### src/rtl/csa_seq_adder.sv
// Multi-cycle wide adder: adds CHUNK_WIDTH bits per cycle, LSB chunk first, carry registered between
// chunks. Define CSA_SEQ_ADDER_OVF_EN to add the signed-overflow output ovf_o.
module csa_seq_adder #(
  parameter int unsigned WORD_WIDTH  = 64,
  parameter int unsigned CHUNK_WIDTH = 16
) (
  input  logic                  clk_i,
  input  logic                  rst_i,
  input  logic                  valid_i,
  output logic                  ready_o,
  input  logic                  c_i,
  input  logic [WORD_WIDTH-1:0] a_i,
  input  logic [WORD_WIDTH-1:0] b_i,
  output logic                  valid_o,
  input  logic                  ready_i,
  output logic [WORD_WIDTH-1:0] r_o,
  output logic                  c_o
`ifdef CSA_SEQ_ADDER_OVF_EN
  ,
  output logic                  ovf_o
`endif
);

  localparam int unsigned N  = WORD_WIDTH / CHUNK_WIDTH;
  localparam int unsigned KW = (N > 1) ? $clog2(N) : 1;
  localparam logic [KW-1:0] KLast = KW'(N - 1);

  if ((WORD_WIDTH % CHUNK_WIDTH) != 0) begin : gen_width_check
    $error("csa_seq_adder: WORD_WIDTH must be a multiple of CHUNK_WIDTH");
  end

  typedef enum logic [1:0] {StIdle, StRun, StDone} state_e;

  state_e                  state_q, state_d;
  logic [KW-1:0]           k_q, k_d;
  logic [WORD_WIDTH-1:0]   a_q, a_d, b_q, b_d, res_q, res_d;
  logic                    carry_q, carry_d;

  // Single chunk adder shared by all chunks
  logic [31:0]             base;
  logic [CHUNK_WIDTH-1:0]  a_chunk, b_chunk, sum_chunk;
  logic                    carry_chunk;
  logic                    last_chunk;

  assign base       = 32'(k_q) * CHUNK_WIDTH;
  assign a_chunk    = a_q[base +: CHUNK_WIDTH];
  assign b_chunk    = b_q[base +: CHUNK_WIDTH];
  assign last_chunk = (k_q == KLast);
  assign {carry_chunk, sum_chunk} = {1'b0, a_chunk} + {1'b0, b_chunk}
                                  + {{CHUNK_WIDTH{1'b0}}, carry_q};

`ifdef CSA_SEQ_ADDER_OVF_EN
  logic ovf_q, ovf_d;
`endif

  // State register
  always_ff @(posedge clk_i) begin
    if (rst_i) begin
      state_q <= StIdle;
    end else begin
      state_q <= state_d;
    end
  end

  // Next-state logic
  always_comb begin
    state_d = state_q;
    unique case (state_q)
      StIdle:  if (valid_i)    state_d = StRun;
      StRun:   if (last_chunk) state_d = StDone;
      StDone:  if (ready_i)    state_d = StIdle;
      default:                 state_d = StIdle;
    endcase
  end

  // Output logic
  always_comb begin
    ready_o = (state_q == StIdle);
    valid_o = (state_q == StDone);
    r_o     = res_q;
    c_o     = carry_q;
`ifdef CSA_SEQ_ADDER_OVF_EN
    ovf_o   = ovf_q & (state_q == StDone);
`endif
  end

  // Datapath next-state
  always_comb begin
    k_d     = k_q;
    a_d     = a_q;
    b_d     = b_q;
    res_d   = res_q;
    carry_d = carry_q;
`ifdef CSA_SEQ_ADDER_OVF_EN
    ovf_d   = ovf_q;
`endif
    if (state_q == StIdle && valid_i) begin
      a_d     = a_i;
      b_d     = b_i;
      carry_d = c_i;
      res_d   = '0;
      k_d     = '0;
`ifdef CSA_SEQ_ADDER_OVF_EN
      ovf_d   = 1'b0;
`endif
    end else if (state_q == StRun) begin
      res_d[base +: CHUNK_WIDTH] = sum_chunk;
      carry_d = carry_chunk;
      k_d     = last_chunk ? '0 : k_q + KW'(1);
`ifdef CSA_SEQ_ADDER_OVF_EN
      if (last_chunk) begin
        ovf_d = (a_q[WORD_WIDTH-1] == b_q[WORD_WIDTH-1]) &&
                (sum_chunk[CHUNK_WIDTH-1] != a_q[WORD_WIDTH-1]);
      end
`endif
    end
  end

  always_ff @(posedge clk_i) begin
    if (rst_i) begin
      k_q     <= '0;
      a_q     <= '0;
      b_q     <= '0;
      res_q   <= '0;
      carry_q <= 1'b0;
`ifdef CSA_SEQ_ADDER_OVF_EN
      ovf_q   <= 1'b0;
`endif
    end else begin
      k_q     <= k_d;
      a_q     <= a_d;
      b_q     <= b_d;
      res_q   <= res_d;
      carry_q <= carry_d;
`ifdef CSA_SEQ_ADDER_OVF_EN
      ovf_q   <= ovf_d;
`endif
    end
  end

endmodule
### config.mk
export PLATFORM = sky130hd
export DESIGN_NAME = csa_seq_adder
export DESIGN_NICKNAME = d
export VERILOG_FILES = /design/src/rtl/csa_seq_adder.sv
export SDC_FILE = /design/constraint.sdc
export NUM_CORES = 1
export LEC_CHECK = 0
export BUFFER_PORTS_ARGS = -buffer_cell sky130_fd_sc_hd__clkbuf_2
export CAP_MARGIN = 40
export CORE_MARGIN = 2
export CORE_UTILIZATION = 45
export CTS_CLUSTER_SIZE = 8
export DETAILED_ROUTE_END_ITERATION = 6
export GPL_ROUTABILITY_DRIVEN = 0
export PLACE_DENSITY = 0.69
export SYNTH_ARGS = -nofsm -noshare
export SYNTH_HDL_FRONTEND = slang
export SYNTH_SLANG_ARGS = --single-unit
### constraint.sdc
create_clock -name clk_i -period 4.33 [get_ports clk_i]
set_input_delay 0.433 -clock clk_i [delete_from_list [all_inputs] [get_ports clk_i]]
set_output_delay 0.433 -clock clk_i [all_outputs]
set_load 0.02 [all_outputs]
==> metrics.md, run 1 <==
| Metric | Value |
|---|---|
| VDD IR-drop max | about 0.00029 V |
| Outcome | complete, no violations |
| Tcrit/Tclk final | between 70 and 80% |
| Clock group share of total power | 39.7% |
| DP Cell Count | roughly 1300 |
| Setup TNS Final | 0 ps |
| Top-count cell post-synth | nand2_1 |
| CP Max Fanout | 16 |
| Top Ports | 200 |
| Fin cells | about 1400 |
| CTS Hold Bufs | 0 |
| Slew margin rel. | approximately 46% |
| Post-synth top cells | 293 x nand2_1, 197 x dfxtp_1, 145 x a21oi_1 |
| Antenna cells | 0 |
| CTS clock-pin slew for the worst setup and hold paths | 70 ps |
| Cell Area, Placed | between 9000 and 10000 um2 |
| Initial drt markers | 596 |
| Netlist cell types | 56 |
| Resize count post-CTS | 0 |
| Post-DR vias/cell | around 5.4 |
| Share of the synthesized area in the top cell type | a little under half |
| Total iterations of the first detailed-routing run | 6 |
| Kind of critical path | reg -> reg |
| CP Capture Type | flip-flop |
| Clock Path Buffers | 2 |
| Initial antenna violation count | 0 |
| Switch share | 25.3% |
| Hold crit path type | in -> reg |
| First-pass GRT wire length | around 37000 um |
| Die Wd | between 100 and 150 um |
| Comb pwr share | approximately an eighth |
| Max Slew Vio Count | 0 |
| Core box area | between 15000 and 20000 um2 |
| Leak | 4.21 nW |
| Global-route usage over all layers | about a quarter |
| Area growth syn-to-layout | 19.5% |
| Seq/Total Area, Yosys | approximately 47% |
| Drt wl/cell | approximately 17 um |
| Mapped Area | ~8400 um2 |
| Most used DFF post-synth | dfxtp_1 |
| Die Footprint | between 15000 and 20000 um2 |
| Fillers | about 1700 |
| Endpoints failing setup | 0 |
| Sequential Power Share | between 40% and 50% |
| Die Y | about 140 um |
| Startpoint types | flip-flop |
| Fmax | 0.299 GHz |
| Hold Slack | about 210 ps |
| Synth area leaders | dfxtp_1 47%, nand2_1 13%, a21oi_1 8.6%, mux4_2 8.5%, ha_1 3.1% |
| Via count of the first global-routing pass | ~7100 |
| Port buffer count | 199 |
| Global route overflow | 0 |
| H-tree levels | 4 |
| Largest net degree at the start of global routing | 79 |
| Area leader, netlist | dfxtp_1 |
| Final Hold Viols | 0 |
| Mapped Cells | approximately 960 |
| P per Cell Area | 404 nW/um2 |
| WP data arrival | 3670 ps |
| CTS root buffer | clkbuf_16 |
| Final WL | ~23000 um |
| Tmin final | about 3300 ps |
| Cell internal pwr | 3.05 mW |
| CTS tree | built |
| ANT nets after route | 0 |
| Clk_skew | roughly 9.4 ps |
| DP Worst Slack | a little over 1000 ps |
| Detailed placement HPWL | 16500 um |
| Max Cap Violations | 0 |
| Post-route cell area | 10100 um2 |
| Net switching power | just over 1 mW |
| CTS Buf Count | 17 |
| DRC | 0 |
| Setup ws final | slightly below 1000 ps |
| Mean Syn Cell Area | 8.84 um2 |
| Vias | between 7000 and 8000 |
| Clk sinks | about 200 |
| Initial Util | a little under half |
| Post-synth EDFFs | 0 |
| Req. time, crit path | between 4000 and 5000 ps |
| RSZ-0062 raised after global routing | false |
| Worst Tran Pin Value | 811 ps |
| Tot Pwr | 4.08 mW |
| Layout cells sized above 1 | between 20% and 30% |
| Nets | approximately 1300 |
| Syn Nets | about 1100 |
| Yosys reg bits | 197 |
| Post-synth ARST share | 0% |
| Post-CTS setup buffers | 0 |
| Synth Warn # | 0 |
| Core Util, Final | a little over half |
| Latest clock arrival within the worst-skew pair | between 400 and 500 ps |
| Row Count | 50 |
-- sequential cells by signal (all words and copies together) (netlist names) --
register / count
a_q: 64
b_q: 64
r_o: 64
k_q: 2
state_q: 2
c_o: 1
-- cell usage in the layout, fill, tap and decap left out, drive strengths merged, types with 5 or more instances in the layout --
master,instances
a22oi,29
a21o,7
o21ai,30
nor2,39
dfxtp,197
ha,21
a22o,16
xnor2,7
nand2,294
mux4,32
clkbuf,218
inv,8
buf,9
nand4,5
a21oi,145
-- cell families (layout without fill, tap and decap cells) --
kind of cell | after synthesis | count (layout) | synth area share, %
adder cells (fa/ha/maj) | 23 | 23 | 3.58
AND/OR/NAND/NOR | 366 | 366 | 17.9
buffers and inverters | 76 | 244 | 4.22
flip-flops | 197 | 197 | 46.7
multiplexers | 33 | 33 | 8.71
XOR/XNOR | 11 | 11 | 1.23
AO/OA/AOI/OAI | 249 | 249 | 17.6
-- layer usage --
layer	GRT usage [%]	wire, um	vias to the layer above	share of wire (%)
met5	0	0	-	0
met4	5.95	365	0	1.6
met3	5.23	1670	25	7.3
met2	37.3	10800	292	47
met1	32.5	10100	3451	44
li1	-	-	3601	-
-- layout make-up --
type | count | area (um2) | area share (%)
inverters | 7 | 26.3 | 0.260
multi-input cells | 682 | 4160 | 41.2
repair buffers | 207 | 1080 | 10.7
flip-flops and latches | 197 | 3950 | 39.1
clock buffers | 20 | 437 | 4.33
clock inverters | 10 | 156 | 1.55
well taps | 234 | 293 | 2.90
-- worst paths after layout --
path / start / slack (ps) / end / cells past startpoint
max: k_q[1] / 980 / r_o[42] / 9
min: a_i[7] / 210 / a_q[7] / 3
max reg2reg: k_q[1] / 980 / r_o[42] / 9
min reg2reg: a_q[35] / 450 / a_q[35] / 2
-- critical path, stage by stage (launching register included) --
cell	delay [ps]
dfxtp_2	600
mux4_2	390
fa_1	460
fa_1	450
a211oi_1	220
o21ai_1	150
a41oi_2	320
nor2_1	90
o311a_1	340
a22o_1	210
-- power by group through the flow --
stage               sequential (mW)  combinational, mW  clock (mW)
finish                         1.94              0.523        1.62
global route                   1.95              0.578        1.71
CTS                            1.94              0.523        1.64
detailed placement             1.98              0.520           0
global placement               1.98              0.513           0
floorplan                      1.97              0.356           0
Power figures use the tool's default switching activity.
==> inputs of run 2 (changes only) <==
clock period = 3.5 ns   (was 4.33 ns; I/O delays follow)
==> metrics.md, run 2 (synthesis results as in run 1) <==
| Metric | Value |
|---|---|
| Die Footprint | 19900 um2 |
| Setup TNS Final | 0 ps |
| Clock Path Buffers | 2 |
| Register area | between 3000 and 4000 um2 |
| Comb pwr share | about an eighth |
| WP data arrival | between 3000 and 4000 ps |
| Clk sinks | a little under 200 |
| Nets | between 1000 and 1500 |
| Fmax | just over 0.3 GHz |
| ANT nets after route | 0 |
| Most frequent cells in the layout | 293 x nand2_1, 198 x clkbuf_2, 195 x dfxtp_1 |
| Post-CTS setup buffers | 0 |
| RSZ-0062 raised after global routing | false |
| Area occupied by multi-input gates | 4160 um2 |
| Die Y | about 140 um |
| Row Count | 50 |
| Top sig layer | met4 |
| Sequential Power Share | about 50% |
| Final Hold Viols | 0 |
| Leak | 4.18 nW |
| Global route overflow | 0 |
| Top Ports | 200 |
| Vias | about 7300 |
| Clock group share of total power | a little under two fifths |
| Switch share | approximately 27% |
| Resize count post-CTS | 0 |
| Hold Slack | 122 ps |
| DRC | 0 |
| P per Cell Area | between 400 and 500 nW/um2 |
| Latest clock arrival within the worst-skew pair | 440 ps |
| Max Cap Violations | 0 |
| First-pass GRT wire length | about 36000 um |
| Port buffer count | just under 200 |
| Area growth syn-to-layout | 19.3% |
| Cell internal pwr | around 3.6 mW |
| WL met2 | 11000 um |
| Core box area | roughly 19000 um2 |
| Clk_skew | just over 20 ps |
| Most common cell after layout, fill and taps aside | nand2_1 |
| Via count of the first global-routing pass | just under 7000 |
| VDD IR-drop max | around 0.00037 V |
| Worst Tran Pin Value | roughly 820 ps |
| Slew margin rel. | a little under half |
| Die Wd | ~140 um |
| Outcome | complete, no violations |
| Initial Util | 45.5% |
| CTS tree | built |
| Final WL | about 23000 um |
| CP Capture Type | flip-flop |
| Tmin final | between 3000 and 4000 ps |
| CTS clock-pin slew for the worst setup and hold paths | about 70 ps |
| Startpoint types | flip-flop |
| Net switching power | roughly 1.3 mW |
| Layout cells sized above 1 | between 20 and 30% |
| CTS root buffer | clkbuf_16 |
| Largest net degree at the start of global routing | 95 |
| Endpoints failing setup | 0 |
| Kind of critical path | reg -> reg |
| Req. time, crit path | 3840 ps |
| CTS Hold Bufs | 0 |
| Routed met3 length | 1500 um |
| Max Slew Vio Count | 0 |
| Tcrit/Tclk final | between 90 and 100% |
| Total iterations of the first detailed-routing run | 5 |
| Global-route usage over all layers | approximately a quarter |
| DP Cell Count | 1328 |
| CP Max Fanout | 4 |
| Drt wl/cell | around 17 um |
| Initial drt markers | between 500 and 600 |
| Fin cells | between 1000 and 1500 |
| CTS Buf Count | 17 |
| H-tree levels | 4 |
| Detailed placement HPWL | 16800 um |
| Fillers | 1730 |
| Initial antenna violation count | 1 |
| Post-DR vias/cell | between 5 and 6 |
| Hold crit path type | in -> reg |
| Met1 Wirelength | 10600 um |
-- run 2: changes by cell type in the layout (fill, tap and decap cells not counted) --
cell,delta
inv_6,-1
buf_12,+1
clkbuf_8,+2
buf_4,+1
clkinvlp_4,+5
diode_2,+1
inv_8,+1
buf_8,-1
bufinv_16,-3
clkinv_4,+1
clkinv_2,-3
-- run 2: critical path, stage by stage, from the launching register on --
cell,delay [ps]
dfxtp_2,410
mux4_2,540
fa_1,470
fa_1,450
a211oi_1,230
o21ai_1,150
a41oi_2,300
nor2_1,90
o311a_1,350
a22o_1,220
-- run 2: power by group through the flow --
stage / registers [mW] / clock network [mW] / logic (mW)
floorplan: 2.43 / 0 / 0.442
global placement: 2.44 / 0 / 0.644
detailed placement: 2.45 / 0 / 0.650
CTS: 2.40 / 1.90 / 0.653
global route: 2.41 / 2.01 / 0.718
finish: 2.40 / 1.88 / 0.655
-- run 2: area by class of cell --
class	count	share of cell area, %
Tap cell	234	2.90
Sequential cell	197	39.2
Inverter	7	0.261
Timing Repair Buffer	208	10.8
Clock buffer	22	4.61
Multi-Input combinational cell	682	41.2
Antenna cell	1	0.0248
Clock inverter	10	0.993
-- run 2: final timing paths --
check                from  endpoint  slack (ps)  depth (start not counted)
setup reg to reg   k_q[0]   r_o[42]         190                          9
hold reg to reg   r_o[23]   r_o[23]         450                          2
setup / recovery   k_q[0]   r_o[42]         190                          9
hold / removal    b_i[21]   b_q[21]         120                          3
-- run 2: layer usage --
metal  track usage [%]  vias up
li1                  -     3613
met1              31.7     3417
met2              38.3      264
met3              5.81       20
met4              6.42        0
met5                 0        -
-- run 2: through the flow --
stage	power [mW]	utilization, %	cell area (um2)	setup WS (ps)
after floorplan	2.87	-	8460	16.8
after global placement	3.09	51.2	9510	277
after detailed placement	3.10	51.2	9510	225
after CTS	4.95	54.2	10100	198
after global routing	5.13	54.2	10100	2.27
final	4.93	54.2	10100	192
==> inputs of run 3 (changes only) <==
ABC_AREA = 1   (was default)
CAP_MARGIN = 10   (was 40)
PLACE_DENSITY = 0.68   (was 0.69)
==> metrics.md, run 3 <==
| Metric | Value |
|---|---|
| Outcome | complete, no violations |
| Slew margin rel. | about 52% |
| First-pass GRT wire length | around 40000 um |
| Die Footprint | between 20000 and 25000 um2 |
| Clock Path Buffers | 2 |
| Leak | 4.68 nW |
| Nets | roughly 1600 |
| Most common cell after layout, fill and taps aside | nor2_1 |
| Fillers | 1912 |
| ANT nets after route | 0 |
| Seq/Total Area, Yosys | between 40 and 50% |
| Post-DR vias/cell | 5.16 |
| Netlist cell types | 33 |
| Synth Warn # | 0 |
| Drt wl/cell | about 15 um |
| Post-synth top cells | 344 x nor2_1, 197 x dfxtp_1, 192 x o21ai_0 |
| Final WL | 25600 um |
| DP Cell Count | around 1600 |
| Max stage delay on crit path | about 540 ps |
| CTS Hold Bufs | 0 |
| Worst Tran Pin Value | ~710 ps |
| Startpoint types | flip-flop |
| Syn Nets | between 1000 and 1500 |
| Post-CTS setup buffers | 0 |
| XOR/XNOR Fraction of Synth Area | less than 1% |
| Core box area | 19300 um2 |
| Mean Syn Cell Area | between 7 and 8 um2 |
| Simple-Gate Fraction of Synth Area | a little over a quarter |
| Die Wd | ~140 um |
| Synth Area in Compound Gates | 17.9% |
| Via count of the first global-routing pass | 7866 |
| Req. time, crit path | 3860 ps |
| Yosys reg bits | about 200 |
| Clk sinks | ~200 |
| Row Count | 51 |
| Max Slew Vio Count | 0 |
| Top Ports | 200 |
| Top-count cell post-synth | nor2_1 |
| CTS clock-pin slew for the worst setup and hold paths | 70 ps |
| Critical-path cell list | buf_4 -> o21ai_0 -> o22ai_1 -> ha_1 -> nand2_1 -> inv_1 -> a21oi_1 -> nand2_1 -> xor2_1 -> and2_1 -> nand3_1 -> a21oi_1 |
| Global route overflow | 0 |
| Total iterations of the first detailed-routing run | 5 |
| Mapped Area | a little under 9000 um2 |
| Area leader, netlist | dfxtp_1 |
| Layout cells sized above 1 | a little under a fifth |
| Tcrit/Tclk final | between 80% and 90% |
| Slowest CP cell | buf_4 |
| Resize count post-CTS | 0 |
| Initial drt markers | 750 |
| Detailed placement HPWL | roughly 19000 um |
| Post-synth ARST share | 0% |
| CTS root buffer | clkbuf_16 |
| Die Y | about 140 um |
| Endpoints failing setup | 0 |
| Latest clock arrival within the worst-skew pair | around 440 ps |
| Fin cells | roughly 1700 |
| Post-synthesis mux area share | 0% |
| WHS Path Cells | 2 |
| Global-route usage over all layers | approximately a quarter |
| Adder-Cell Fraction of Synth Area | roughly 3.4% |
| Vias | about 8700 |
| Kind of critical path | reg -> reg |
| Setup TNS Final | 0 ps |
| P per Cell Area | between 500 and 600 nW/um2 |
| VDD IR-drop max | ~0.0004 V |
| RSZ-0062 raised after global routing | false |
| CTS Buf Count | 17 |
| Largest net degree at the start of global routing | 87 |
| Hold crit path type | in -> reg |
| Fmax | ~0.32 GHz |
| Most frequent cells in the layout | 344 x nor2_1, 199 x clkbuf_2, 196 x dfxtp_1 |
| Main combinational cell family by area after synthesis | simple AND/OR/NAND/NOR gates |
| DRC | 0 |
| CTS tree | built |
| Tmin final | 3090 ps |
| Initial Util | 45.6% |
| H-tree levels | 4 |
| Area growth syn-to-layout | 19.3% |
| Clk_skew | about 9.6 ps |
| Most used DFF post-synth | dfxtp_1 |
| Synth area leaders | dfxtp_1 45%, nor2_1 15%, o21ai_0 11%, nand2_1 7.8%, a21oi_1 4.2% |
| FF-to-FF path depth | 12 |
| Share of the synthesized area in the top cell type | 44.8% |
| Port buffer count | 199 |
| CP Max Fanout | 60 |
| CP Capture Type | flip-flop |
| Mapped Cells | ~1300 |
| Antenna cells | 0 |
| Final Hold Viols | 0 |
| Max Cap Violations | 0 |
| Post-synth EDFFs | 0 |
| WP data arrival | about 3500 ps |
| Initial antenna violation count | 0 |
[run 3: cells by family (layout without fill, tap and decap cells)]
| logic type | count (synthesis) | count (layout) |
|---|---|---|
| compound gates | 305 | 305 |
| flops | 197 | 197 |
| buf+inv | 131 | 294 |
| fa+ha+maj | 23 | 23 |
| simple gates | 590 | 590 |
| xor+xnor | 7 | 7 |
[run 3: power breakdown]
part	internal, mW	switching [mW]
sequential	2.38	0.0814
clock	1.09	0.922
combinational	0.336	0.684
[run 3: cell type report]
| class | instances | area (um2) | area share, % |
|---|---|---|---|
| Clock inverter | 14 | 163 | 1.55 |
| Inverter | 47 | 179 | 1.70 |
| Multi-Input combinational cell | 925 | 4330 | 41.2 |
| Sequential cell | 197 | 3950 | 37.5 |
| Clock buffer | 18 | 439 | 4.18 |
| Tap cell | 265 | 332 | 3.15 |
| Timing Repair Buffer | 215 | 1130 | 10.7 |
[run 3: critical path, delay by kind of cell, from the launching register on]
family / cells / cell delay, ps
AOI/OAI and AO/OA: 4 / 810
buffers and inverters: 2 / 610
and+or+nand+nor: 4 / 550
DFF: 1 / 380
adders and majority gates: 1 / 340
xor gates and xnor gates: 1 / 280
[run 3: stage by stage]
stage	utilization [%]	hold WS, ps	setup slack, ps	cell area, um2	power [mW]
final	54.4	128	405	10500	5.50
after global routing	54.4	106	272	10500	5.75
after CTS	54.4	110	485	10500	5.51
after detailed placement	51.3	456	585	9910	3.52
after global placement	51.3	452	597	9910	3.51
after floorplan	-	419	515	8810	3.18
[run 3: final timing paths]
path / slack [ps] / from / end
setup / recovery: 410 / k_q[0] / r_o[54]
hold / removal: 130 / rst_i / state_q[1]
setup reg to reg: 410 / k_q[0] / r_o[54]
hold reg to reg: 470 / r_o[34] / r_o[34]
[run 3: per-layer routing]
layer  vias to the layer above  global-route usage [%]  wire (um)
met1                      3931                    35.2      12000
met4                         0                    8.05        455
met2                       299                    38.7      11500
li1                       4406                       -          -
met3                        33                    4.07       1590
met5                         -                       0          0
